[src/rtl/mem_stage_pkg.sv]
`default_nettype none
// ============================================================================
// Module      : mem_stage_pkg
// Description : Bus widths, encodings and bus layouts shared by the MEM stage.
// Revision    : 1.0 - initial release
// ============================================================================
package mem_stage_pkg;

    localparam int unsigned c_es_to_ms_bus_wd = 205;
    localparam int unsigned c_ms_to_ws_bus_wd = 200;
    localparam int unsigned c_ms_forward_wd   = 40;

    localparam logic [1:0] c_mem_b = 2'd0;
    localparam logic [1:0] c_mem_h = 2'd1;
    localparam logic [1:0] c_mem_w = 2'd2;

    localparam logic [1:0] c_ms_idle    = 2'd0;
    localparam logic [1:0] c_ms_wait    = 2'd1;
    localparam logic [1:0] c_ms_discard = 2'd2;

    typedef struct packed {
        logic [31:0] pc;
        logic        ertn;
        logic [4:0]  dest;
        logic        rf_we;
        logic        res_from_csr;
        logic        res_from_mem;
        logic [1:0]  mem_size;
        logic        mem_signed;
        logic        mem_req;
        logic [31:0] alu_result;
        logic        excp;
        logic [15:0] excp_num;
        logic [31:0] err_addr;
        logic        csr_we;
        logic [13:0] csr_num;
        logic [31:0] csr_wmask;
        logic [31:0] csr_wdata;
    } es_bus_t;

    typedef struct packed {
        logic [31:0] pc;
        logic        ertn;
        logic [4:0]  dest;
        logic        rf_we;
        logic        res_from_csr;
        logic [31:0] final_result;
        logic        excp;
        logic [15:0] excp_num;
        logic [31:0] err_addr;
        logic        csr_we;
        logic [13:0] csr_num;
        logic [31:0] csr_wmask;
        logic [31:0] csr_wdata;
    } ws_bus_t;

endpackage
`default_nettype wire

[src/rtl/mem_stage_load_align.sv]
`default_nettype none
// ============================================================================
// Module      : mem_stage_load_align
// Description : Selects the addressed byte/half/word lane of load data and
//               sign- or zero-extends it to 32 bits. Purely combinational.
// Revision    : 1.0 - initial release
// ============================================================================
module mem_stage_load_align
    import mem_stage_pkg::*;
(
    input  logic [31:0] i_rdata,
    input  logic [1:0]  i_offset,
    input  logic [1:0]  i_size,
    input  logic        i_signed,
    output logic [31:0] o_result
);

    logic [7:0]  w_byte;
    logic [15:0] w_half;

    always_comb begin
        w_byte = i_rdata[7:0];
        case (i_offset)
            2'd0:    w_byte = i_rdata[7:0];
            2'd1:    w_byte = i_rdata[15:8];
            2'd2:    w_byte = i_rdata[23:16];
            default: w_byte = i_rdata[31:24];
        endcase
        w_half = i_offset[1] ? i_rdata[31:16] : i_rdata[15:0];

        case (i_size)
            c_mem_b: o_result = {{24{i_signed & w_byte[7]}}, w_byte};
            c_mem_h: o_result = {{16{i_signed & w_half[15]}}, w_half};
            default: o_result = i_rdata;
        endcase
    end

endmodule
`default_nettype wire

[src/rtl/mem_stage.sv]
`default_nettype none
// ============================================================================
// Module      : mem_stage
// Description : LoongArch MEM stage - waits for the data-channel response,
//               aligns load data, and drops responses orphaned by a flush.
//               Define MS_FWD_LOAD_EN to forward load data to ID in the
//               same cycle data_ok arrives.
// Revision    : 1.0 - initial release
// ============================================================================
module mem_stage
    import mem_stage_pkg::*;
(
    input  logic                         clk,
    input  logic                         reset,
    output logic                         ms_allowin,
    input  logic                         es_to_ms_valid,
    input  logic [c_es_to_ms_bus_wd-1:0] es_to_ms_bus,
    input  logic                         ws_allowin,
    output logic                         ms_to_ws_valid,
    output logic [c_ms_to_ws_bus_wd-1:0] ms_to_ws_bus,
    input  logic                         data_sram_data_ok,
    input  logic [31:0]                  data_sram_rdata,
    input  logic                         excp_flush,
    input  logic                         ertn_flush,
    output logic                         ms_ex,
    output logic [c_ms_forward_wd-1:0]   ms_forward
);

    es_bus_t     w_es_in;
    es_bus_t     r_ms_bus;
    ws_bus_t     w_ws_bus;
    logic        r_ms_valid;
    logic [1:0]  r_state;
    logic [1:0]  w_state_nxt;
    logic        r_data_ok_seen;
    logic [31:0] r_data_buf;

    logic        w_flush;
    logic        w_data_ok_now;
    logic        w_need_wait;
    logic        w_ready_go;
    logic        w_accept;
    logic        w_leave;
    logic        w_data_ready_now;
    logic        w_load_busy;
    logic [31:0] w_load_raw;
    logic [31:0] w_load_ext;
    logic [31:0] w_final;

    assign w_es_in       = es_bus_t'(es_to_ms_bus);
    assign w_flush       = excp_flush | ertn_flush;
    assign w_data_ok_now = (r_state == c_ms_wait) && data_sram_data_ok;
    assign w_need_wait   = r_ms_valid && r_ms_bus.mem_req;
    assign w_ready_go    = !w_need_wait || r_data_ok_seen || w_data_ok_now;

    // DISCARD blocks intake so a new request cannot overtake the dropped response
    assign ms_allowin     = (r_state != c_ms_discard) &&
                            (!r_ms_valid || (w_ready_go && ws_allowin));
    assign w_accept       = es_to_ms_valid && ms_allowin;
    assign w_leave        = r_ms_valid && w_ready_go && ws_allowin;
    assign ms_to_ws_valid = r_ms_valid && w_ready_go && !w_flush;

    always_comb begin
        w_state_nxt = r_state;
        case (r_state)
            c_ms_idle: begin
                if (w_accept && !w_flush && w_es_in.mem_req)
                    w_state_nxt = c_ms_wait;
            end
            c_ms_wait: begin
                // A response already consumed leaves nothing in flight to drop
                if (w_flush)
                    w_state_nxt = (data_sram_data_ok || r_data_ok_seen) ? c_ms_idle : c_ms_discard;
                else if (w_leave)
                    w_state_nxt = (w_accept && w_es_in.mem_req) ? c_ms_wait : c_ms_idle;
            end
            c_ms_discard: begin
                if (data_sram_data_ok)
                    w_state_nxt = c_ms_idle;
            end
            default: w_state_nxt = c_ms_idle;
        endcase
    end

    always_ff @(posedge clk) begin
        if (reset) begin
            r_state        <= c_ms_idle;
            r_ms_valid     <= 1'b0;
            r_ms_bus       <= '0;
            r_data_ok_seen <= 1'b0;
            r_data_buf     <= 32'd0;
        end else begin
            r_state <= w_state_nxt;

            if (w_flush)
                r_ms_valid <= 1'b0;
            else if (ms_allowin)
                r_ms_valid <= es_to_ms_valid;

            if (w_accept)
                r_ms_bus <= w_es_in;

            if (w_flush || w_leave)
                r_data_ok_seen <= 1'b0;
            else if (w_data_ok_now)
                r_data_ok_seen <= 1'b1;

            if (w_data_ok_now)
                r_data_buf <= data_sram_rdata;
        end
    end

    assign w_load_raw = r_data_ok_seen ? r_data_buf : data_sram_rdata;

    mem_stage_load_align u_load_align (
        .i_rdata  (w_load_raw),
        .i_offset (r_ms_bus.alu_result[1:0]),
        .i_size   (r_ms_bus.mem_size),
        .i_signed (r_ms_bus.mem_signed),
        .o_result (w_load_ext)
    );

    assign w_final = r_ms_bus.res_from_mem ? w_load_ext : r_ms_bus.alu_result;

    always_comb begin
        w_ws_bus              = '0;
        w_ws_bus.pc           = r_ms_bus.pc;
        w_ws_bus.ertn         = r_ms_bus.ertn;
        w_ws_bus.dest         = r_ms_bus.dest;
        w_ws_bus.rf_we        = r_ms_bus.rf_we;
        w_ws_bus.res_from_csr = r_ms_bus.res_from_csr;
        w_ws_bus.final_result = w_final;
        w_ws_bus.excp         = r_ms_bus.excp;
        w_ws_bus.excp_num     = r_ms_bus.excp_num;
        w_ws_bus.err_addr     = r_ms_bus.err_addr;
        w_ws_bus.csr_we       = r_ms_bus.csr_we;
        w_ws_bus.csr_num      = r_ms_bus.csr_num;
        w_ws_bus.csr_wmask    = r_ms_bus.csr_wmask;
        w_ws_bus.csr_wdata    = r_ms_bus.csr_wdata;
    end

    assign ms_to_ws_bus = w_ws_bus;
    assign ms_ex        = r_ms_valid && (r_ms_bus.excp || r_ms_bus.ertn);

`ifdef MS_FWD_LOAD_EN
    assign w_data_ready_now = r_data_ok_seen || w_data_ok_now;
`else
    // Registered only: keeps the rdata-to-ID path short at the cost of a stall cycle
    assign w_data_ready_now = r_data_ok_seen;
`endif

    assign w_load_busy = r_ms_valid && r_ms_bus.res_from_mem && !w_data_ready_now;
    assign ms_forward  = {r_ms_valid, r_ms_valid & r_ms_bus.rf_we, r_ms_bus.dest,
                          w_final, w_load_busy};

endmodule
`default_nettype wire

[config.mk]
export PLATFORM = sky130hd
export DESIGN_NAME = mem_stage
export DESIGN_NICKNAME = d
export VERILOG_FILES = /design/src/rtl/mem_stage_pkg.sv /design/src/rtl/mem_stage_load_align.sv /design/src/rtl/mem_stage.sv
export SDC_FILE = /design/constraint.sdc
export NUM_CORES = 1
export LEC_CHECK = 0
export BUFFER_PORTS_ARGS = -buffer_cell sky130_fd_sc_hd__clkbuf_2
export CORE_AREA = 2 2 189 191
export DETAILED_ROUTE_END_ITERATION = 7
export DIE_AREA = 0 0 191 193
export GPL_ROUTABILITY_DRIVEN = 0
export PLACE_DENSITY = 0.67
export SLEW_MARGIN = 20
export SYNTH_ARGS = -nofsm -noshare
export SYNTH_HDL_FRONTEND = slang
export SYNTH_SLANG_ARGS = --single-unit
export TNS_END_PERCENT = 1
[constraint.sdc]
create_clock -name clk -period 1.9 [get_ports clk]
set_input_delay 0.19 -clock clk [delete_from_list [all_inputs] [get_ports clk]]
set_output_delay 0.19 -clock clk [all_outputs]
set_load 0.01 [all_outputs]
=== Word-level counts from Yosys, hierarchy flattened ===
Index checks and enable logic that the tools add are counted.

* Add/sub/neg operators: 0
* Multipliers: 0
* Div/mod/pow operators: 0
* Magnitude comparators: 0
* Equality and inequality tests: 9
* Shifts and indexed selects: 0
* Muxes and demuxes: 12
* Bitwise operators: 4
* Reductions and logical operators: 30

{| class="wikitable"
|+ Operators with widths
! operator !! count
|-
| 2-to-1 mux 32 bit || 2
|-
| case mux 32 bit (2 select lines) || 1
|-
| case mux 8 bit (3 select lines) || 1
|-
| 2-to-1 mux 16 bit || 1
|-
| logical AND 1 bit || 14
|-
| 2-to-1 mux 2 bit || 5
|-
| == test 2 x 1 -> 1 bit (second input constant) || 3
|-
| logical NOT 2 bit || 3
|-
| logical OR 1 bit || 6
|-
| != test 2 bit (second input constant) || 3
|-
| case mux 2 bit (3 select lines) || 1
|-
| == test 2 bit (second input constant) || 2
|-
| logical NOT 1 bit || 4
|-
| OR reduction 2 bit || 2
|-
| bitwise AND 1 bit || 3
|-
| != test 3 bit (second input constant) || 1
|-
| AND reduction 3 bit || 1
|-
| 2-to-1 mux 1 bit || 1
|-
| bitwise OR 1 bit || 1
|}

* Register bits after elaboration: 241
* Latch bits: 0
* Memory bits (writable): 0
* ROM bits: 0
* Memories: 0

=== Longest topological paths before layout ===
Gate-level depths: netlist of the first run.

* Depth in word-level cells: 13
* Mapped depth: 8
* Depth with buffers taken out: 4

=== Modules after synthesis ===
From an unflattened synthesis of the first run, not the netlist that was laid out.

* Cells, all modules: 1497
* Area total of the unflattened synthesis: 12223.0 um2

{| class="wikitable"
|+ By module, submodules not included
! module !! times used !! cells an instance !! area each (um2)
|-
| mem_stage || 1 || 1382 || 11347.1
|-
| mem_stage_load_align || 1 || 115 || 875.8
|}

=== Worst setup path before layout of the first run ===
Ideal clock, no wire load.

* Kind: register to output
* Start: register r_ms_bus[129] in the netlist's numbering
* End: output ms_to_ws_bus[158]
* Arrival time: 1819 ps
* Setup slack: -109 ps
* Cell stages (with the launch flop): 8
* Buffers on the path: 3
* Path through: dfxtp_1 > buf_6 > mux4_2 > mux2_4 > nand4b_4 > buf_12 > o221ai_2 > buf_4

* Word-level cells in the longest chain between the ends: 5
* Elaborated cells on any way between the ends: 9

{| class="wikitable"
|+ Ends and longest elaborated chain
! item !! RTL line !! text
|-
| start, declared || mem_stage.sv:30 || <nowiki>es_bus_t r_ms_bus;</nowiki>
|-
| start signal, assigned || mem_stage.sv:101 || <nowiki>r_ms_bus <= w_es_in;</nowiki>
|-
| == test 2 bit, or another cell as far along || mem_stage_load_align.sv:23 || <nowiki>case (i_offset)</nowiki>
|-
| case mux 8 bit (3 select lines) || mem_stage_load_align.sv:23 ||
|-
| bitwise AND 1 bit || mem_stage_load_align.sv:32 || <nowiki>c_mem_b: o_result = {{24{i_signed & w_byte[7]}}, w_byte};</nowiki>
|-
| case mux 32 bit (2 select lines) * || mem_stage_load_align.sv:31 || <nowiki>case (i_size)</nowiki>
|-
| 2-to-1 mux 32 bit * || mem_stage.sv:123 || <nowiki>assign w_final = r_ms_bus.res_from_mem ? w_load_ext : r_ms_bus.alu_result;</nowiki>
|-
| end, declared || mem_stage.sv:20 || <nowiki>output logic [c_ms_to_ws_bus_wd-1:0] ms_to_ws_bus,</nowiki>
|}

Mark *: on every way between the ends. The rest lies on a longest branch, timed or not.

=== Worst setup path after layout of the first run ===
* Start: register r_ms_bus[129] in the netlist's numbering
* End: output ms_forward[21]

* Word-level cells in the longest chain between the ends: 5
* Elaborated cells on any way between the ends: 9

{| class="wikitable"
|+ Ends and longest elaborated chain
! item !! RTL line !! text
|-
| == test 2 bit, or another cell as far along || mem_stage_load_align.sv:23 ||
|-
| case mux 8 bit (3 select lines) || mem_stage_load_align.sv:23 ||
|-
| bitwise AND 1 bit || mem_stage_load_align.sv:32 ||
|-
| case mux 32 bit (2 select lines) * || mem_stage_load_align.sv:31 ||
|-
| 2-to-1 mux 32 bit * || mem_stage.sv:123 ||
|-
| end, declared || mem_stage.sv:26 || <nowiki>output logic [c_ms_forward_wd-1:0] ms_forward</nowiki>
|}

Marked as above.

==> flow_summary.toml, run 1 <==
[timing]
setup_slack_ns = -0.816
fin_crit_sh_pct = 143
setup_violations = 186
fin_setup_tns_ns = -44.63
rsz0062_at_grt = "yes"
period_needed_ns = 2.72
timing.final.max_slew_violations = 0
max_slew_margin_pct = 59.5
timing.fmax_mhz = 368
whs_ns = 0.0399
tightest_slew_ns = 0.608
finalClockSkew_ns = 0.0109
hold_violations = 0

[drt]
drtAntennaViolNets = 0
totalWireLength_mm = 52.0
firstDrtPassIters = 6
met3_length_mm = 4.56
via_per_inst = 5.84
m1WireLength_mm = 19.5
vias = 14600
wire_per_inst_um = 20.7
drc_errors = 0
dr_wl_met2_mm = 25.0
first_iter_violations = 1090
highest_layer = "met4"

[floorplanning]
ios = 487
die_height_um = 193
start_util_pct = 37.8
die_w_um = 191
coreArea_mm2 = 0.0350
fp-row-count = 69
die_area_mm2 = 0.0369

[pwr]
power_density_mw_per_mm2 = 715
p_leak_nw = 8.04
max-vdd-ir-drop_v = 0.000784

[clock_network]
clkTransAtPathRegs_ns = 0.06
cts_made_buffers = 28
insertion_delay_ns = 0.55
cts_root_buf = "clkbuf_16"
cts_tree = "built"
htree_levels = 1
clkSinkCount = 241
cts_max_path_buffers = 3

[yosys]
syn-num-nets = 1797
synth.distinct_cells = 43
yosys_most_used_dff = "dfxtp_1"
synth_top_area_share_pct = 36.5
synth_seq_area_share_pct = 36.5
synth.most_common_cell = "a21oi_1"
synth_xor_area_share_pct = 0
synth_fa_ha_area_share_pct = 0
synth_edf_count = 0
synthCells = 1553
syn_area_mm2 = 0.0132
synth.largest_area_cell = "dfxtp_1"
synth_warnings = 0
synth_compound_area_share_pct = 25.4
synth_top_family_by_area = "compound AO/OA/AOI/OAI gates"
yosys.area_share.simple_pct = 14.4
ys_top_cells_by_area = "dfxtp_1, buf_4, o31ai_1"
synth-seq-cells = 241
synthMuxAreaShare_pct = 4.53
async_flop_share_pct = 0
synthTopCellsByCount = "a21oi_1, dfxtp_1, buf_4, o31ai_1, nand4_1"
synth.avg_cell_area_um2 = 8.51

[global_routing]
antenna_found_initial = 4
grt_usage_pct = 26.0
grt_max_degree = 120
grt_pass1_wl_mm = 77.2
grt_remaining_overflow = 0
grt_pass1_vias = 14000

[cells_and_area]
syn_to_final_growth_pct = 42.4
final_nets = 2264
fillCellCount = 3025
drive_above_1_share_pct = 38.2

[critical_path]
worstPathRequired_ns = 1.71
cp.arrival_ns = 2.53
rr_startpoint = "r_data_ok_seen"
critPathCaptureType = "output port"
crit_type = "flip-flop to output port"
startpoint = "r_ms_bus[129]"
cp-start-kind = "flip-flop"
worstPathMaxFanout = 6

[run_status]
outcome = "finished, violations left"
failed_checks = "negative setup slack"

[hold_path]
worstHoldPathType = "input port to flip-flop"
worstHoldStart = "reset"

[placed_design]
place_hpwl_mm = 31.7
portBuffers = 486

[job]
cap_violations = 0
==> layer usage <==
| metal | up-vias | global-route usage (%) |
|---|---|---|
| met3 | 196 | 5.79 |
| met4 | 0 | 15.1 |
| met1 | 6941 | 30.6 |
| li1 | 6587 | - |
| met5 | - | 0 |
| met2 | 908 | 43.5 |
==> cells in the final DEF (no fill, tap or decap), types with 15 or more instances in the layout <==
cell type / count
a21oi_1: 229
a21oi_2: 17
buf_12: 27
buf_4: 76
clkbuf_16: 29
clkbuf_2: 481
dfxtp_1: 238
dlygate4sd3_1: 239
inv_1: 20
mux2_2: 15
mux2i_1: 18
nand2_1: 77
nand4_1: 205
o31ai_1: 158
o31ai_2: 49
==> logic make-up (layout without fill, tap and decap cells) <==
kind of cell / count (synthesis) / after routing
AOI/OAI and AO/OA: 511 / 511
buffers and inverters: 423 / 910
and+or+nand+nor: 332 / 333
DFF: 241 / 241
muxes: 46 / 46
other: 0 / 4
==> power breakdown <==
| group | leakage [nW] | internal (mW) | switching, mW |
|---|---|---|---|
| sequential | 1.98 | 5.32 | 0.181 |
| clock | 0.435 | 3.05 | 2.26 |
| combinational | 5.62 | 1.26 | 1.38 |
==> worst paths after layout <==
path                            cells past startpoint                 to  slack, ns
worst max-delay path                                5     ms_forward[21]      -0.82
worst min-delay path                                2  ms_to_ws_bus[103]       0.04
worst max register to register                      8   ms_to_ws_bus[35]      -0.14
worst min register to register                      2      r_data_buf[1]       0.45
==> cell type report <==
class | instances | area [um^2] | area share, %
Sequential cell | 241 | 4830 | 25.7
Clock buffer | 40 | 797 | 4.23
Timing Repair Buffer | 838 | 6070 | 32.2
Multi-Input combinational cell | 890 | 6360 | 33.8
Tap cell | 461 | 577 | 3.06
Inverter | 21 | 83.8 | 0.445
Antenna cell | 4 | 10.0 | 0.0532
Clock inverter | 11 | 92.6 | 0.492
==> metrics by stage <==
step           area, um^2  power, mW  worst slack, ns  cells  util, %
3_5_place_dp        15000       7.63           -0.205   2207     42.8
4_1_cts             18500       13.4           -0.677   2501     52.8
6_report            18800       13.5           -0.816   2506     53.8
3_3_place_gp        15000       7.60           -0.181   2207     42.8
2_1_floorplan       13200       6.97           -0.109   1553        -
5_1_grt             18800       13.9           -0.830   2506     53.8
==> state kept, by name (all words and copies together), names as in the netlist <==
| signal | count |
|---|---|
| ms_to_ws_bus | 163 |
| r_ms_bus | 37 |
| r_data_buf | 32 |
| ms_forward | 5 |
| r_state | 2 |
| r_data_ok_seen | 1 |
| r_ms_valid | 1 |
==> critical path, cell delays in order (launching register included) <==
cell and delay, ns:
dfxtp_4 0.38, mux4_2 0.55, mux2_4 0.33, nand4b_4 0.16
o221ai_1 0.31, clkbuf_2 0.23
==> timing repair <==
| action | 4_1_cts | 5_1_grt |
|---|---|---|
| hold endpoints to repair | 238 | 0 |
| hold buffers | 239 | 0 |
| pin swaps | 3 | 4 |
| resized for setup | 36 | 74 |
| gates cloned | 1 | 0 |
| setup endpoints to repair | 152 | 272 |
| buffers inserted | 3 | 1 |
No activity file was read; power rests on OpenSTA's default activity.
==> run 2: changes to the inputs <==
--- a/config.mk
+++ b/config.mk
@@ -6,9 +6,9 @@
 export NUM_CORES = 1
 export LEC_CHECK = 0
 export BUFFER_PORTS_ARGS = -buffer_cell sky130_fd_sc_hd__clkbuf_2
-export CORE_AREA = 2 2 189 191
+export CORE_AREA = 3 3 190 192
 export DETAILED_ROUTE_END_ITERATION = 7
-export DIE_AREA = 0 0 191 193
+export DIE_AREA = 0 0 193 195
 export GPL_ROUTABILITY_DRIVEN = 0
 export PLACE_DENSITY = 0.67
 export SLEW_MARGIN = 20
==> run 2 against run 1 <==
  * Routed wire length increased by 0.96%
  * Power decreased by 0.56%
  * The flow still finishes with violations (negative setup slack)
  * Largest power group unchanged
  * Utilization increased by 0.19 points
  * Largest cell class is now non-clock buffers
  * Clock power decreased by 1%
  * Design area decreased by 0.86%
  * First-iteration DRC count increased by 9.0%
  * Global-route usage about the same
  * Clock skew increased by 0.0016 ns
  * Die area increased by 2.1%
==> flow_summary.toml, run 2 (synthesis results as in run 1) <==
[cells_and_area]
syn_to_final_growth_pct = 41.2
largest_register_ffs = 163
final_util_pct = 54.0
layout_common_cells = "clkbuf_2, a21oi_1, dfxtp_1, dlygate4sd3_1, nand4_1"
final_common_cell = "clkbuf_2"
final_cells = 2498
final_nets = 2267
diodes = 0
finalInstanceArea_mm2 = 0.0187
drive_above_1_share_pct = 36.2

[timing]
timing.final.max_slew_violations = 0
whs_ns = 0.0337
fin_setup_tns_ns = -40.47
setup_slack_ns = -0.717
period_needed_ns = 2.62
tightest_slew_ns = 0.629
setup_violations = 158
finalClockSkew_ns = 0.0125
max_slew_margin_pct = 56.9
timing.fmax_mhz = 382
hold_violations = 0
rsz0062_at_grt = "yes"
fin_crit_sh_pct = 138

[clock_network]
cts_made_buffers = 27
clkTransAtPathRegs_ns = 0.06
cts_root_buf = "clkbuf_16"
cts_tree = "built"
clkSinkCount = 241
insertion_delay_ns = 0.53
htree_levels = 1
cts_max_path_buffers = 3

[pwr]
p_leak_nw = 8.13
p_total_mw = 13.4
max-vdd-ir-drop_v = 0.000630
power_density_mw_per_mm2 = 717

[floorplanning]
die_w_um = 193
coreArea_mm2 = 0.0345
start_util_pct = 38.3
die_height_um = 195
fp-row-count = 68
die_area_mm2 = 0.0376
ios = 487

[critical_path]
cp-start-kind = "flip-flop"
crit_type = "flip-flop to output port"
critPathCaptureType = "output port"
cp.arrival_ns = 2.43
startpoint = "r_data_ok_seen"
regToRegSetupSlack_ns = -0.15
worstPathRequired_ns = 1.71
rr_worst_depth = 6
worstPathMaxFanout = 39
rr_startpoint = "r_data_ok_seen"
timing.rr.end = "ms_to_ws_bus[38]"

[hold_path]
hold_depth = 4
worstHoldEndpoint = "r_state[0]"
worstHoldStart = "ws_allowin"
worstHoldPathType = "input port to flip-flop"

[drt]
firstDrtPassIters = 7
drc_errors = 0
first_iter_violations = 1188
drtAntennaViolNets = 0
wire_per_inst_um = 21.0
via_per_inst = 5.88
totalWireLength_mm = 52.5
vias = 14700

[global_routing]
antenna_found_initial = 0
grt_max_degree = 110
grt_usage_pct = 25.9
grt_pass1_vias = 14300
grt_pass1_wl_mm = 79.4
grt_remaining_overflow = 0

[job]
cap_violations = 0

[placed_design]
dpl-instance-area_mm2 = 0.0150
place_hpwl_mm = 33.0
dp.cells = 2208
portBuffers = 486
dp_slack_ns = -0.192

[run_status]
failed_checks = "negative setup slack"
outcome = "finished, violations left"
[run 2: cell types whose count changed in the layout (fill, tap and decap cells not counted), moves of 4 or more]
cell,delta
o31ai_1,+29
o31ai_2,-29
a21oi_1,+13
a21oi_2,-13
buf_4,+7
buf_12,+4
clkbuf_2,-4
diode_2,-4
dlygate4sd3_1,-4
[run 2: routing by layer]
metal	global-route usage, %	up-vias	part of all wire (%)
met5	0	-	0
met4	13.2	0	5.3
met3	6.34	177	9.8
met2	42.0	1010	47
met1	31.9	6922	38
li1	-	6582	-
[run 2: area by class of cell]
type	instances	area [um^2]
well taps	455	569
clock inverters	11	115
clock buffers	38	767
multi-input cells	889	6120
fillers	2980	15900
flip-flops and latches	241	4830
inverters	21	83.8
repair buffers	843	6170
[run 2: how the worst max path moves through the flow]
stage          slack, ns  cells past startpoint                end
6_report           -0.72                      6  ms_to_ws_bus[157]
5_1_grt            -0.78                      7      ms_forward[7]
4_1_cts            -0.64                      6  ms_to_ws_bus[155]
3_5_place_dp       -0.19                      5     ms_forward[18]
3_3_place_gp       -0.14                      5     ms_forward[18]
2_1_floorplan      -0.11                      7  ms_to_ws_bus[158]
[run 2: what timing repair did]
action                                  CTS  global route
endpoints found under the hold margin   234             0
resized for setup                        24            44
pin swaps                                14            22
buffers inserted                          4             2
endpoints found under the setup margin  205           265
hold buffers                            235             0
[run 2: worst max-delay path, stage by stage (launching register included)]
cell	delay, ns
dfxtp_2	0.35
buf_4	0.19
buf_16	0.24
mux2i_1	0.59
buf_4	0.24
o221ai_2	0.10
clkbuf_2	0.16
[run 2: power breakdown]
part / switching, mW / internal (mW) / leakage, nW / total (mW)
Sequential: 0.173 / 5.32 / 1.98 / 5.49
Combinational: 1.37 / 1.26 / 5.71 / 2.63
Clock: 2.17 / 3.08 / 0.436 / 5.25
Total: 3.72 / 9.66 / 8.13 / 13.4
==> run 3: changes to the inputs <==
--- a/config.mk
+++ b/config.mk
@@ -5,12 +5,13 @@
 export SDC_FILE = /design/constraint.sdc
 export NUM_CORES = 1
 export LEC_CHECK = 0
+export ABC_AREA = 1
 export BUFFER_PORTS_ARGS = -buffer_cell sky130_fd_sc_hd__clkbuf_2
-export CORE_AREA = 3 3 190 192
+export CORE_AREA = 2 2 187 189
 export DETAILED_ROUTE_END_ITERATION = 7
-export DIE_AREA = 0 0 193 195
+export DIE_AREA = 0 0 189 191
 export GPL_ROUTABILITY_DRIVEN = 0
-export PLACE_DENSITY = 0.67
+export PLACE_DENSITY = 0.66
 export SLEW_MARGIN = 20
 export SYNTH_ARGS = -nofsm -noshare
 export SYNTH_HDL_FRONTEND = slang
==> run 3 against run 2 <==
  * The flow still finishes with violations (negative setup slack)
  * Cell count up 20%
  * Utilization down 0.41 points
  * Combinational power up 23%
  * Clock skew down 0.0026 ns
  * Die area down 4.1%
  * Fmax up 11%
  * Area after synthesis down 3.6%
  * Non-clock buffer count down 33
  * First-iteration DRC count down 41%
  * Synthesized cell count up 29%
  * Design area down 2.0%
  * Critical path type unchanged
  * Largest cell class unchanged
  * Highest routed layer unchanged
==> flow_summary.toml, run 3 <==
[run_status]
outcome = "finished, violations left"
failed_checks = "negative setup slack"

[timing]
period_needed_ns = 2.37
fin_setup_tns_ns = -26.26
rsz0062_at_grt = "yes"
max_slew_margin_pct = 66.9
finalClockSkew_ns = 0.00994
setup_violations = 67
fin_crit_sh_pct = 125
setup_slack_ns = -0.467
hold_violations = 0
timing.final.max_slew_violations = 0
timing.fmax_mhz = 423
tightest_slew_ns = 0.497

[yosys]
synth_top_area_share_pct = 37.9
synth.most_common_cell = "nand2_1"
synth_seq_area_share_pct = 37.9
syn-num-nets = 2240
synth.avg_cell_area_um2 = 6.39
synth_edf_count = 0
ys_top_cells_by_area = "dfxtp_1, nand2_1, buf_4"
async_flop_share_pct = 0
synth_warnings = 0
yosys_most_used_dff = "dfxtp_1"
synthCells = 1996
synth-seq-cells = 241
synthTopCellsByCount = "nand2_1, nor2_1, inv_1, dfxtp_1, buf_4"
synth.distinct_cells = 24
syn_area_mm2 = 0.0127
synth.largest_area_cell = "dfxtp_1"

[cells_and_area]
largest_register_ffs = 163
final_common_cell = "nand2_1"
layout_common_cells = "nand2_1, clkbuf_2, nor2_1, inv_1, dlygate4sd3_1"
syn_to_final_growth_pct = 43.5
drive_above_1_share_pct = 27.6
final_util_pct = 53.6
final_nets = 2773
final_cells = 3003

[critical_path]
rr_startpoint = "r_data_ok_seen"
crit_path_frequent_cell = "buf_6"
worstPathRequired_ns = 1.71
cp.arrival_ns = 2.18
worstPathMaxFanout = 6
cp_slowest_cell = "dfxtp_4"
cp-start-kind = "flip-flop"
rr_worst_depth = 12
cp_top_family = "buffers and inverters"
timing.rr.end = "ms_to_ws_bus[29]"
regToRegSetupSlack_ns = -0.04
critPathCaptureType = "output port"
cp_num_buf_inv = 5
cp_slowest_stage_delay_ns = 0.43
crit_type = "flip-flop to output port"
cp_cell_sequence = "buf_6 -> nand2_1 -> nand2_2 -> nand2_1 -> nand4_1 -> nand3_2 -> buf_6 -> buf_6 -> a22oi_2 -> buf_4 -> buf_2"

[placed_design]
portBuffers = 486
dp.cells = 2703
place_hpwl_mm = 28.8

[clock_network]
clkTransAtPathRegs_ns = 0.06
cts_root_buf = "clkbuf_16"
cts_made_buffers = 28
htree_levels = 1
clkSinkCount = 241
cts_max_path_buffers = 3
cts_tree = "built"
insertion_delay_ns = 0.55

[global_routing]
grt_usage_pct = 21.7
grt_remaining_overflow = 0
grt_pass1_wl_mm = 63.1
antenna_found_initial = 2
grt_max_degree = 66
grt_pass1_vias = 12400

[drt]
first_iter_violations = 702
drc_errors = 0
wire_per_inst_um = 14.1
firstDrtPassIters = 5
vias = 13300
drtAntennaViolNets = 0
via_per_inst = 4.44
totalWireLength_mm = 42.4

[pwr]
power_density_mw_per_mm2 = 782
max-vdd-ir-drop_v = 0.000592
p_leak_nw = 9.76
p_total_mw = 14.3

[hold_path]
worstHoldStart = "reset"
worstHoldEndpoint = "r_data_buf[26]"
hold_depth = 2
worstHoldPathType = "input port to flip-flop"

[floorplanning]
coreArea_mm2 = 0.0341
start_util_pct = 37.4
die_height_um = 191
fp-row-count = 68
die_area_mm2 = 0.0361
die_w_um = 189
ios = 487

[job]
cap_violations = 0
-- run 3: power breakdown --
part	switching (mW)	internal (mW)	leakage, nW	total, mW
Sequential	0.180	5.40	2.00	5.58
Combinational	1.74	1.50	7.30	3.24
Clock	2.12	3.36	0.460	5.49
-- run 3: metal layers --
metal	vias to the layer above	global-route usage, %	wire, um
met4	0	7.60	1260
met1	6022	26.3	17400
met5	-	0	0
li1	6722	-	-
met3	87	3.98	3000
met2	495	38.3	20800
-- run 3: layout make-up --
| type | instances | area [um^2] |
|---|---|---|
| diodes | 3 | 7.51 |
| clock buffers | 43 | 868 |
| clock inverters | 3 | 65.1 |
| fillers | 3143 | 15800 |
| inverters | 260 | 991 |
| multi-input cells | 1187 | 5040 |
| flip-flops and latches | 241 | 4830 |
| well taps | 455 | 569 |
| repair buffers | 810 | 5910 |
| repair inverters | 1 | 7.51 |
-- run 3: worst max-delay path by stage --
stage / start / end / slack, ns / cells past startpoint
final: r_data_ok_seen / ms_to_ws_bus[137] / -0.47 / 11
after global routing: r_data_ok_seen / ms_to_ws_bus[138] / -0.56 / 11
after CTS: r_data_ok_seen / ms_to_ws_bus[138] / -0.50 / 11
after detailed placement: r_data_ok_seen / ms_to_ws_bus[136] / -0.18 / 9
after global placement: r_data_ok_seen / ms_forward[9] / -0.19 / 9
after floorplan: r_data_ok_seen / ms_to_ws_bus[131] / 0.09 / 11
-- run 3: through the flow --
| stage | instance area [um^2] | setup slack (ns) | hold WS, ns |
|---|---|---|---|
| 2_1_floorplan | 12700 | 0.0910 | 0.259 |
| 3_3_place_gp | 14300 | -0.191 | 0.411 |
| 3_5_place_dp | 14300 | -0.183 | 0.417 |
| 4_1_cts | 17900 | -0.504 | 0.0274 |
| 5_1_grt | 18300 | -0.561 | 0.0414 |
| 6_report | 18300 | -0.467 | 0.0529 |
-- run 3: cell families after synthesis --
group,count (synthesis),share of synthesized area (%)
compound gates,119,5.03
flops,241,37.9
simple gates,1068,32.2
buf+inv,568,24.9
-- run 3: worst reg2reg max path, delay by kind of cell (launching register included) --
kind                   cells  cell delay, ns
buffers and inverters      4            0.79
and+or+nand+nor            8            0.64
DFF                        1            0.39
-- run 3: what timing repair did --
item                       in CTS  in global routing
hold endpoints to repair      241                  0
pin swaps                       8                 16
cloned                          2                  3
setup endpoints to repair      68                243
hold buffers                  242                  0
gates resized for setup        65                124
buffers inserted                2                  2
